<file path="src/rtl/torus_pkg.sv">
// torus_pkg: shared types and helpers for torus control blocks.
package torus_pkg;

  typedef enum logic [1:0] {ST_IDLE, ST_RUN, ST_DONE, ST_TMO} run_state_t;

  function automatic int pc_width(input int n);
    return $clog2(n + 1);
  endfunction

endpackage

</file>
<file path="src/rtl/popcount_n.sv">
// popcount_n: combinational N-bit population count as a recursive adder tree.
module popcount_n
  import torus_pkg::*;
#(
  parameter int N = 8,
  parameter int W = pc_width(N)
) (
  input  logic [N-1:0] bits,
  output logic [W-1:0] cnt
);

  if (N == 1) begin : g_leaf
    assign cnt = W'(bits);
  end else begin : g_node
    localparam int L = N / 2;
    localparam int R = N - L;
    logic [pc_width(L)-1:0] lo;
    logic [pc_width(R)-1:0] hi;
    popcount_n #(.N(L)) u_lo (.bits(bits[L-1:0]), .cnt(lo));
    popcount_n #(.N(R)) u_hi (.bits(bits[N-1:L]), .cnt(hi));
    assign cnt = W'(lo) + W'(hi);
  end

endmodule

</file>
<file path="src/rtl/torus_run_ctrl.sv">
// torus_run_ctrl: run gating, done-stability window, watchdog and delivered-packet accounting.
module torus_run_ctrl
  import torus_pkg::*;
#(
  parameter int N_PE      = 16,
  parameter int N_PACKETS = 12,
  parameter int CYC_W     = 16,
  parameter int TIMEOUT   = 1024,
  parameter int DONE_HOLD = 2,
  parameter int CNT_W     = 16
) (
  input  logic             clk,
  input  logic             rst,
  input  logic             start,
  input  logic [N_PE-1:0]  pe_done,
  input  logic [N_PE-1:0]  rx_v,
  output logic             run,
  output logic             finished,
  output logic             timed_out,
  output logic [CYC_W-1:0] cycle_count,
  output logic [CNT_W-1:0] rx_total,
  output logic             count_ok
);

  localparam int PC_W   = pc_width(N_PE);
  localparam int HOLD_W = pc_width(DONE_HOLD);
  localparam int SUM_W  = (CNT_W > PC_W ? CNT_W : PC_W) + 1;
  localparam int unsigned EXP = N_PE * N_PACKETS;

  run_state_t        state, nstate;
  logic [HOLD_W-1:0] hold_cnt;
  logic [PC_W-1:0]   rx_pc;
  logic [SUM_W-1:0]  rx_sum;
  logic [CNT_W-1:0]  rx_nxt;
  logic              all_done, done_hit, tmo_hit;

  popcount_n #(.N(N_PE)) u_pc (.bits(rx_v), .cnt(rx_pc));

  // Done beats the watchdog; start overrides everything, including an exit decision.
  always_comb begin
    all_done = &pe_done;
    done_hit = all_done && hold_cnt == HOLD_W'(DONE_HOLD - 1);
    tmo_hit  = cycle_count == CYC_W'(TIMEOUT - 1);
    rx_sum   = SUM_W'(rx_total) + SUM_W'(rx_pc);
    rx_nxt   = rx_sum > SUM_W'({CNT_W{1'b1}}) ? '1 : rx_sum[CNT_W-1:0];
    nstate   = start ? ST_RUN :
               state != ST_RUN ? state :
               done_hit ? ST_DONE :
               tmo_hit ? ST_TMO : ST_RUN;
  end

  always_ff @(posedge clk) begin
    if (rst) begin
      state       <= ST_IDLE;
      hold_cnt    <= '0;
      cycle_count <= '0;
      rx_total    <= '0;
      run         <= 1'b0;
      finished    <= 1'b0;
      timed_out   <= 1'b0;
      count_ok    <= 1'b0;
    end else begin
      state     <= nstate;
      run       <= nstate == ST_RUN;
      finished  <= nstate == ST_DONE;
      timed_out <= nstate == ST_TMO;
      if (start) begin
        hold_cnt    <= '0;
        cycle_count <= '0;
        rx_total    <= '0;
        count_ok    <= 1'b0;
      end else if (state == ST_RUN) begin
        hold_cnt    <= all_done ? hold_cnt + 1'b1 : '0;
        cycle_count <= nstate == ST_RUN ? cycle_count + 1'b1 : cycle_count;
        rx_total    <= rx_nxt;
        count_ok    <= nstate == ST_DONE && 32'(rx_nxt) == EXP;
      end
    end
  end

endmodule

</file>
<file path="config.mk">
export PLATFORM = sky130hd
export DESIGN_NAME = torus_run_ctrl
export DESIGN_NICKNAME = d
export VERILOG_FILES = /design/src/rtl/torus_pkg.sv /design/src/rtl/popcount_n.sv /design/src/rtl/torus_run_ctrl.sv
export SDC_FILE = /design/constraint.sdc
export NUM_CORES = 1
export LEC_CHECK = 0
export CAP_MARGIN = 20
export CORE_ASPECT_RATIO = 0.75
export CORE_MARGIN = 2
export CORE_UTILIZATION = 45
export CTS_BUF_LIST = sky130_fd_sc_hd__clkbuf_4 sky130_fd_sc_hd__clkbuf_8
export CTS_CLUSTER_DIAMETER = 150
export DETAILED_ROUTE_END_ITERATION = 8
export PLACE_DENSITY = 0.84
export REMOVE_ABC_BUFFERS = 1
export SLEW_MARGIN = 10
export SYNTH_ARGS = -nofsm -noshare
export SYNTH_HDL_FRONTEND = slang
export SYNTH_SLANG_ARGS = --single-unit
</file>
<file path="constraint.sdc">
create_clock -name clk -period 7.5 [get_ports clk]
set_input_delay 1.875 -clock clk [delete_from_list [all_inputs] [get_ports clk]]
set_output_delay 1.875 -clock clk [all_outputs]
set_load 0.03 [all_outputs]
</file>
### Word-level counts from Yosys, hierarchy flattened

Index checks and enable logic that the tools add are counted.

* register bits: 40
* logic and storage cells: 46
* output and inout port bits: 36
* bits of input ports: 35

* add/subtract/negate cells: 18
* reductions and logical operators: 5
* multiplexer cells: 6
* equality and inequality tests: 8
* $lt $le $gt $ge: 1

Operator list (count)
* adder 16 x 5 -> 17 bit: 1
* greater-than comparator 17 x 16 -> 1 bit (second input constant): 1
* adder 1 x 1 -> 2 bit: 8
* adder 16 x 1 -> 16 bit (second input constant): 1
* == test 16 x 10 -> 1 bit (second input constant): 1
* == test 16 x 8 -> 1 bit (second input constant): 1
* 2-to-1 mux 16 bit: 1
* AND reduction 16 bit: 1
* adder 2 x 2 -> 3 bit: 4
* 2-to-1 mux 2 bit: 5
* adder 3 x 3 -> 4 bit: 2
* == test 2 x 1 -> 1 bit (second input constant): 3
* adder 4 x 4 -> 5 bit: 1
* == test 2 bit (second input constant): 2
* adder 2 x 1 -> 2 bit (second input constant): 1
* logical AND 1 bit: 2
* != test 2 x 1 -> 1 bit (second input constant): 1
* AND reduction 2 bit: 1
* OR reduction 2 bit: 1

### Longest topological paths before layout

* depth in word-level cells: 9
* gate-level depth with buffers: 17
* depth with buffers taken out: 15

### Modules after synthesis

From an unflattened synthesis, not the netlist that was laid out.

* cells, all modules: 370
* area total of the unflattened synthesis: 3010.4 um2

By module, submodules not included
* torus_run_ctrl: seq. area each 800.8 um2, cells an instance 278, area an instance 2258.4 um2, instances 1
* popcount_n at u_pc.g_node.u_hi.g_node.u_hi ...: seq. area each 0.0 um2, cells an instance 7, area an instance 51.3 um2, instances 4
* popcount_n at u_pc.g_node.u_hi ...: seq. area each 0.0 um2, cells an instance 12, area an instance 95.1 um2, instances 2
* popcount_n at u_pc: seq. area each 0.0 um2, cells an instance 16, area an instance 136.4 um2, instances 1
* popcount_n at u_pc.g_node.u_hi.g_node.u_hi.g_node.u_hi.g_node.u_hi ...: seq. area each 0.0 um2, cells an instance 1, area an instance 7.5 um2, instances 16
* popcount_n at u_pc.g_node.u_hi.g_node.u_hi.g_node.u_hi ...: seq. area each 0.0 um2, cells an instance 1, area an instance 12.5 um2, instances 8

### Worst setup path before layout

Ideal clock, no wire load.

* path kind: input -> register
* start point: in rx_v[0]
* end point: reg count_ok
* arrival: 5.842 ns
* stages on the path: 14
* data required time: 7.441 ns
* setup slack: 1.599 ns
* setup time: 0.059 ns
* buffers on the path: 0
* path through: fa_1 > inv_1 > fa_1 > fa_1 > fa_1 > fa_1 > inv_1 > fa_1 > xnor2_1 > o2111ai_1 > or4b_1 > a2111oi_2 > nand4_1 > nand2_1

* longest elaborated chain between the ends: 9

Ends and longest elaborated chain
* from (decl): RTL line torus_run_ctrl.sv:16 `input logic [N_PE-1:0] rx_v,`
* adder 1 x 1 -> 2 bit (*): RTL line popcount_n.sv:21 `assign cnt = W'(lo) + W'(hi);`
* adder 2 x 2 -> 3 bit (*): RTL line popcount_n.sv:21
* adder 3 x 3 -> 4 bit (*): RTL line popcount_n.sv:21
* adder 4 x 4 -> 5 bit (*): RTL line popcount_n.sv:21
* adder 16 x 5 -> 17 bit (*): RTL line torus_run_ctrl.sv:44 `rx_sum = SUM_W'(rx_total) + SUM_W'(rx_pc);`
* greater-than comparator 17 x 16 -> 1 bit: RTL line torus_run_ctrl.sv:45 `rx_nxt = rx_sum > SUM_W'({CNT_W{1'b1}}) ? '1 : rx_sum[CNT_W-1:0];`
* 2-to-1 mux 16 bit (*): RTL line torus_run_ctrl.sv:45
* == test 16 x 8 -> 1 bit (*): RTL line torus_run_ctrl.sv:76 `count_ok <= nstate == ST_DONE && 32'(rx_nxt) == EXP;`
* logical AND 1 bit (*): RTL line torus_run_ctrl.sv:76
* to (signal assigned): RTL line torus_run_ctrl.sv:61 `count_ok <= 1'b0;`
* to (signal assigned): RTL line torus_run_ctrl.sv:71 `count_ok <= 1'b0;`
* to (signal assigned): RTL line torus_run_ctrl.sv:76
* to (decl): RTL line torus_run_ctrl.sv:22 `output logic count_ok`

Mark *: on every way between the ends. The rest lies on a longest branch, timed or not.
A chain may end at the register's enable or synchronous reset.

### Final worst setup path

* start point: in rx_v[0]
* end point: reg rx_total[9]

* longest elaborated chain between the ends: 7

Ends and longest elaborated chain
* adder 1 x 1 -> 2 bit (*): RTL line popcount_n.sv:21
* adder 2 x 2 -> 3 bit (*): RTL line popcount_n.sv:21
* adder 3 x 3 -> 4 bit (*): RTL line popcount_n.sv:21
* adder 4 x 4 -> 5 bit (*): RTL line popcount_n.sv:21
* adder 16 x 5 -> 17 bit (*): RTL line torus_run_ctrl.sv:44
* greater-than comparator 17 x 16 -> 1 bit: RTL line torus_run_ctrl.sv:45
* 2-to-1 mux 16 bit (*): RTL line torus_run_ctrl.sv:45
* to (signal assigned): RTL line torus_run_ctrl.sv:75 `rx_total <= rx_nxt;`
* to (decl): RTL line torus_run_ctrl.sv:21 `output logic [CNT_W-1:0] rx_total,`

Marks and branches as above.

==> impl_metrics.yaml <==
final_layout:
  final_cell_mix: "clkdlybuf4s50_1 (70), dfxtp_1 (40), nor2_1 (39)"
  final_common_cell: "clkdlybuf4s50_1"
  fillCellCount: 488
  fin_nets: 447
  drive_gt1_frac: 0.06667
  fin_util: 0.6086
  final-seq-area_um2: 800.8
  layout-area-overhead-vs-synth_pct: 29.02
  antenna_cells: 0
  multi_input_area_mm2: 0.001778
  fin_area_mm2: 0.003582
timing:
  slew_headroom: 0.3898
  hold_viol: 0
  final_max_slew_viol_count: 0
  finalSetupViolations: 0
  timing.final.ws_setup_ns: 0.9887
  min_period_ns: 6.511
  tns_ns: 0
  tightest_slew_ns: 0.9153
  max_clock_freq_mhz: 153.6
  finalCritPeriodShare: 0.8682
  rsz0062_at_grt: "false"
  skew_ns: 0.008753
global_routing:
  antenna_found_initial: 0
  first_global_vias: 2377
  grt_overflow: 0
  gr-usage-all-layers: 0.2130
  grt_max_degree: 29
  grt_pass1_wl_mm: 11.45
floorplan:
  core-area_mm2: 0.005886
  start_util: 0.4717
  ios: 71
  rows: 24
  fp.dieH_um: 72.03
  die_width_um: 94.70
  dieArea_mm2: 0.006821
yosys:
  synthArstFlopShare: 0
  synth_top_area_share: 0.2884
  synth_flop_cell: "dfxtp_1"
  synth_area_mm2: 0.002776
  syn_inst: 330
  synth_enable_flop_cells: 0
  yosys.area.top_type: "dfxtp_1"
  ys_ff_latch: 40
  seq_area_frac_synth: 0.2884
  syn_area_per_cell_um2: 8.413
  synth_area_leaders: "dfxtp_1 (29%), fa_1 (8.7%), nor2_1 (5.3%)"
  ys_types: 53
  yosysWarnings: 0
critical_path:
  crit_fanout: 12
  crit_family: "adder cells"
  cp_common_cell: "fa_1"
  end_kind: "flip-flop"
  slowest_delay_ns: 0.55
  worstPathRequired_ns: 7.72
  arrival_ns: 6.73
  r2r_start: "rx_total[0]$_SDFFE_PP0N_"
  criticalPathCategory: "in2reg"
  crit_buf_inv: 3
  cp-startpoint: "rx_v[0]"
  crit_path_top_delay_cell: "fa_1"
  crit_path_start_kind: "input pin"
  crit_chain: "clkdlybuf4s50_1 -> fa_1 -> inv_1 -> fa_1 -> fa_1 -> fa_1 -> fa_1 -> inv_1 -> fa_1 -> a21oi_1 -> o22ai_2 -> nand4_1 -> and2_1 -> and3_1 -> nor3_1"
min_path:
  hp-class: "reg2reg"
  holdCritStartpoint: "count_ok$_SDFFE_PP0N_"
clock_network:
  htree_levels: 2
  hold_buffers: 0
  cts_tree: "built"
  clk_path_buf_depth: 2
  clock_sinks: 40
  cts_setup_buffers: 0
  clk_pin_slew_ns: 0.08
  cts_inserted_buffers: 5
  cts_root_buf: "clkbuf_8"
  clock_latency_ns: 0.30
  postCtsResizedCells: 0
route:
  dr.pass1.iters: 4
  wl_mm: 7.077
  vias: 2646
  drcViolationCount: 0
  wl_per_cell_um: 15.12
  antenna_left: 0
  viasPerCell: 5.654
  drt_iter0_drc: 146
placement:
  place_area_mm2: 0.003501
  pre_cts_slack_ns: 0.7058
  hpwl_mm: 5.482
  gp_congestion: 0.8840
  portBuffers: 70
flow_run:
  max_cap_violations: 0
run_status:
  status: "finished clean"
power_and_ir_drop:
  cellPowerDensity_mw_per_mm2: 169.6
  peakVddDrop_v: 0.00009426
  p_leak_nw: 1.374
flip-flops by register name (all words and copies together) (netlist names):
signal and flops:
count_ok 1, cycle_count 16, finished 1, hold_cnt 2, run 1, rx_total 16
state 2, timed_out 1
per-stage QoR:
stage / power (mW) / hold WS [ns] / cells
floorplan: 0.3969 / 0.4544 / 312
global placement: 0.4582 / 0.4450 / 461
detailed placement: 0.4663 / 0.4582 / 461
CTS: 0.6061 / 0.4681 / 468
global route: 0.6446 / 0.4978 / 468
finish: 0.6077 / 0.4665 / 468
routing by layer:
layer / up-vias / global-route usage / routed length [µm]
li1: 1288 / - / -
met1: 1240 / 0.3001 / 3077
met2: 109 / 0.3349 / 3331
met3: 9 / 0.04777 / 604
met4: 0 / 0.05153 / 62
met5: - / 0 / 0
report_power, final:
| group | switching [mW] | internal, mW |
|---|---|---|
| combinational | 0.140 | 0.105 |
| sequential | 0.00370 | 0.216 |
| clock | 0.0761 | 0.0670 |
| total | 0.220 | 0.388 |
final timing paths:
path,endpoint,slack (ns),cells after the start
setup / recovery,rx_total[9]$_SDFFE_PP0N_,0.99,15
hold reg to reg,count_ok$_SDFFE_PP0N_,0.47,2
setup reg to reg,rx_total[9]$_SDFFE_PP0N_,3.16,13
hold / removal,count_ok$_SDFFE_PP0N_,0.47,2
area by class of cell:
type | count | share of cell area
clock buffers | 6 | 0.02131
clock inverters | 1 | 0.001397
inverters | 31 | 0.03248
multi-input cells | 241 | 0.4963
flip-flops and latches | 40 | 0.2235
well taps | 78 | 0.02724
repair buffers | 71 | 0.1977
cell usage after synthesis, drive strengths merged, types with 3 or more instances:
| cell | number |
|---|---|
| a31oi | 8 |
| or4b | 3 |
| xor2 | 13 |
| o2111ai | 4 |
| nand2b | 7 |
| nor2 | 39 |
| xnor2 | 3 |
| fa | 12 |
| mux2i | 5 |
| clkbuf | 10 |
| inv | 31 |
| o21ai | 17 |
| nand2 | 17 |
| a21oi | 19 |
| and3 | 9 |
| or3 | 4 |
| a2111oi | 4 |
| o211ai | 7 |
| a211oi | 3 |
| nor3 | 4 |
| and2 | 4 |
| or2 | 3 |
| dfxtp | 40 |
| nand3 | 9 |
| ha | 10 |
| nand4 | 12 |
| buf | 8 |
tightest hold or removal path: cells and delay by family, from the launching register on:
kind,cells,cell delay [ns]
simple gates,2,0.10
flops,1,0.32
cells by family after synthesis:
group / after synthesis / share of synthesized area
AND/OR/NAND/NOR: 122 / 0.2433
AO/OA/AOI/OAI: 76 / 0.1969
buffers and inverters: 49 / 0.07120
flip-flops: 40 / 0.2884
adder cells (fa/ha/maj): 22 / 0.1316
XOR/XNOR: 16 / 0.05048
multiplexers: 5 / 0.01803
(Power assumes the default switching activity.)
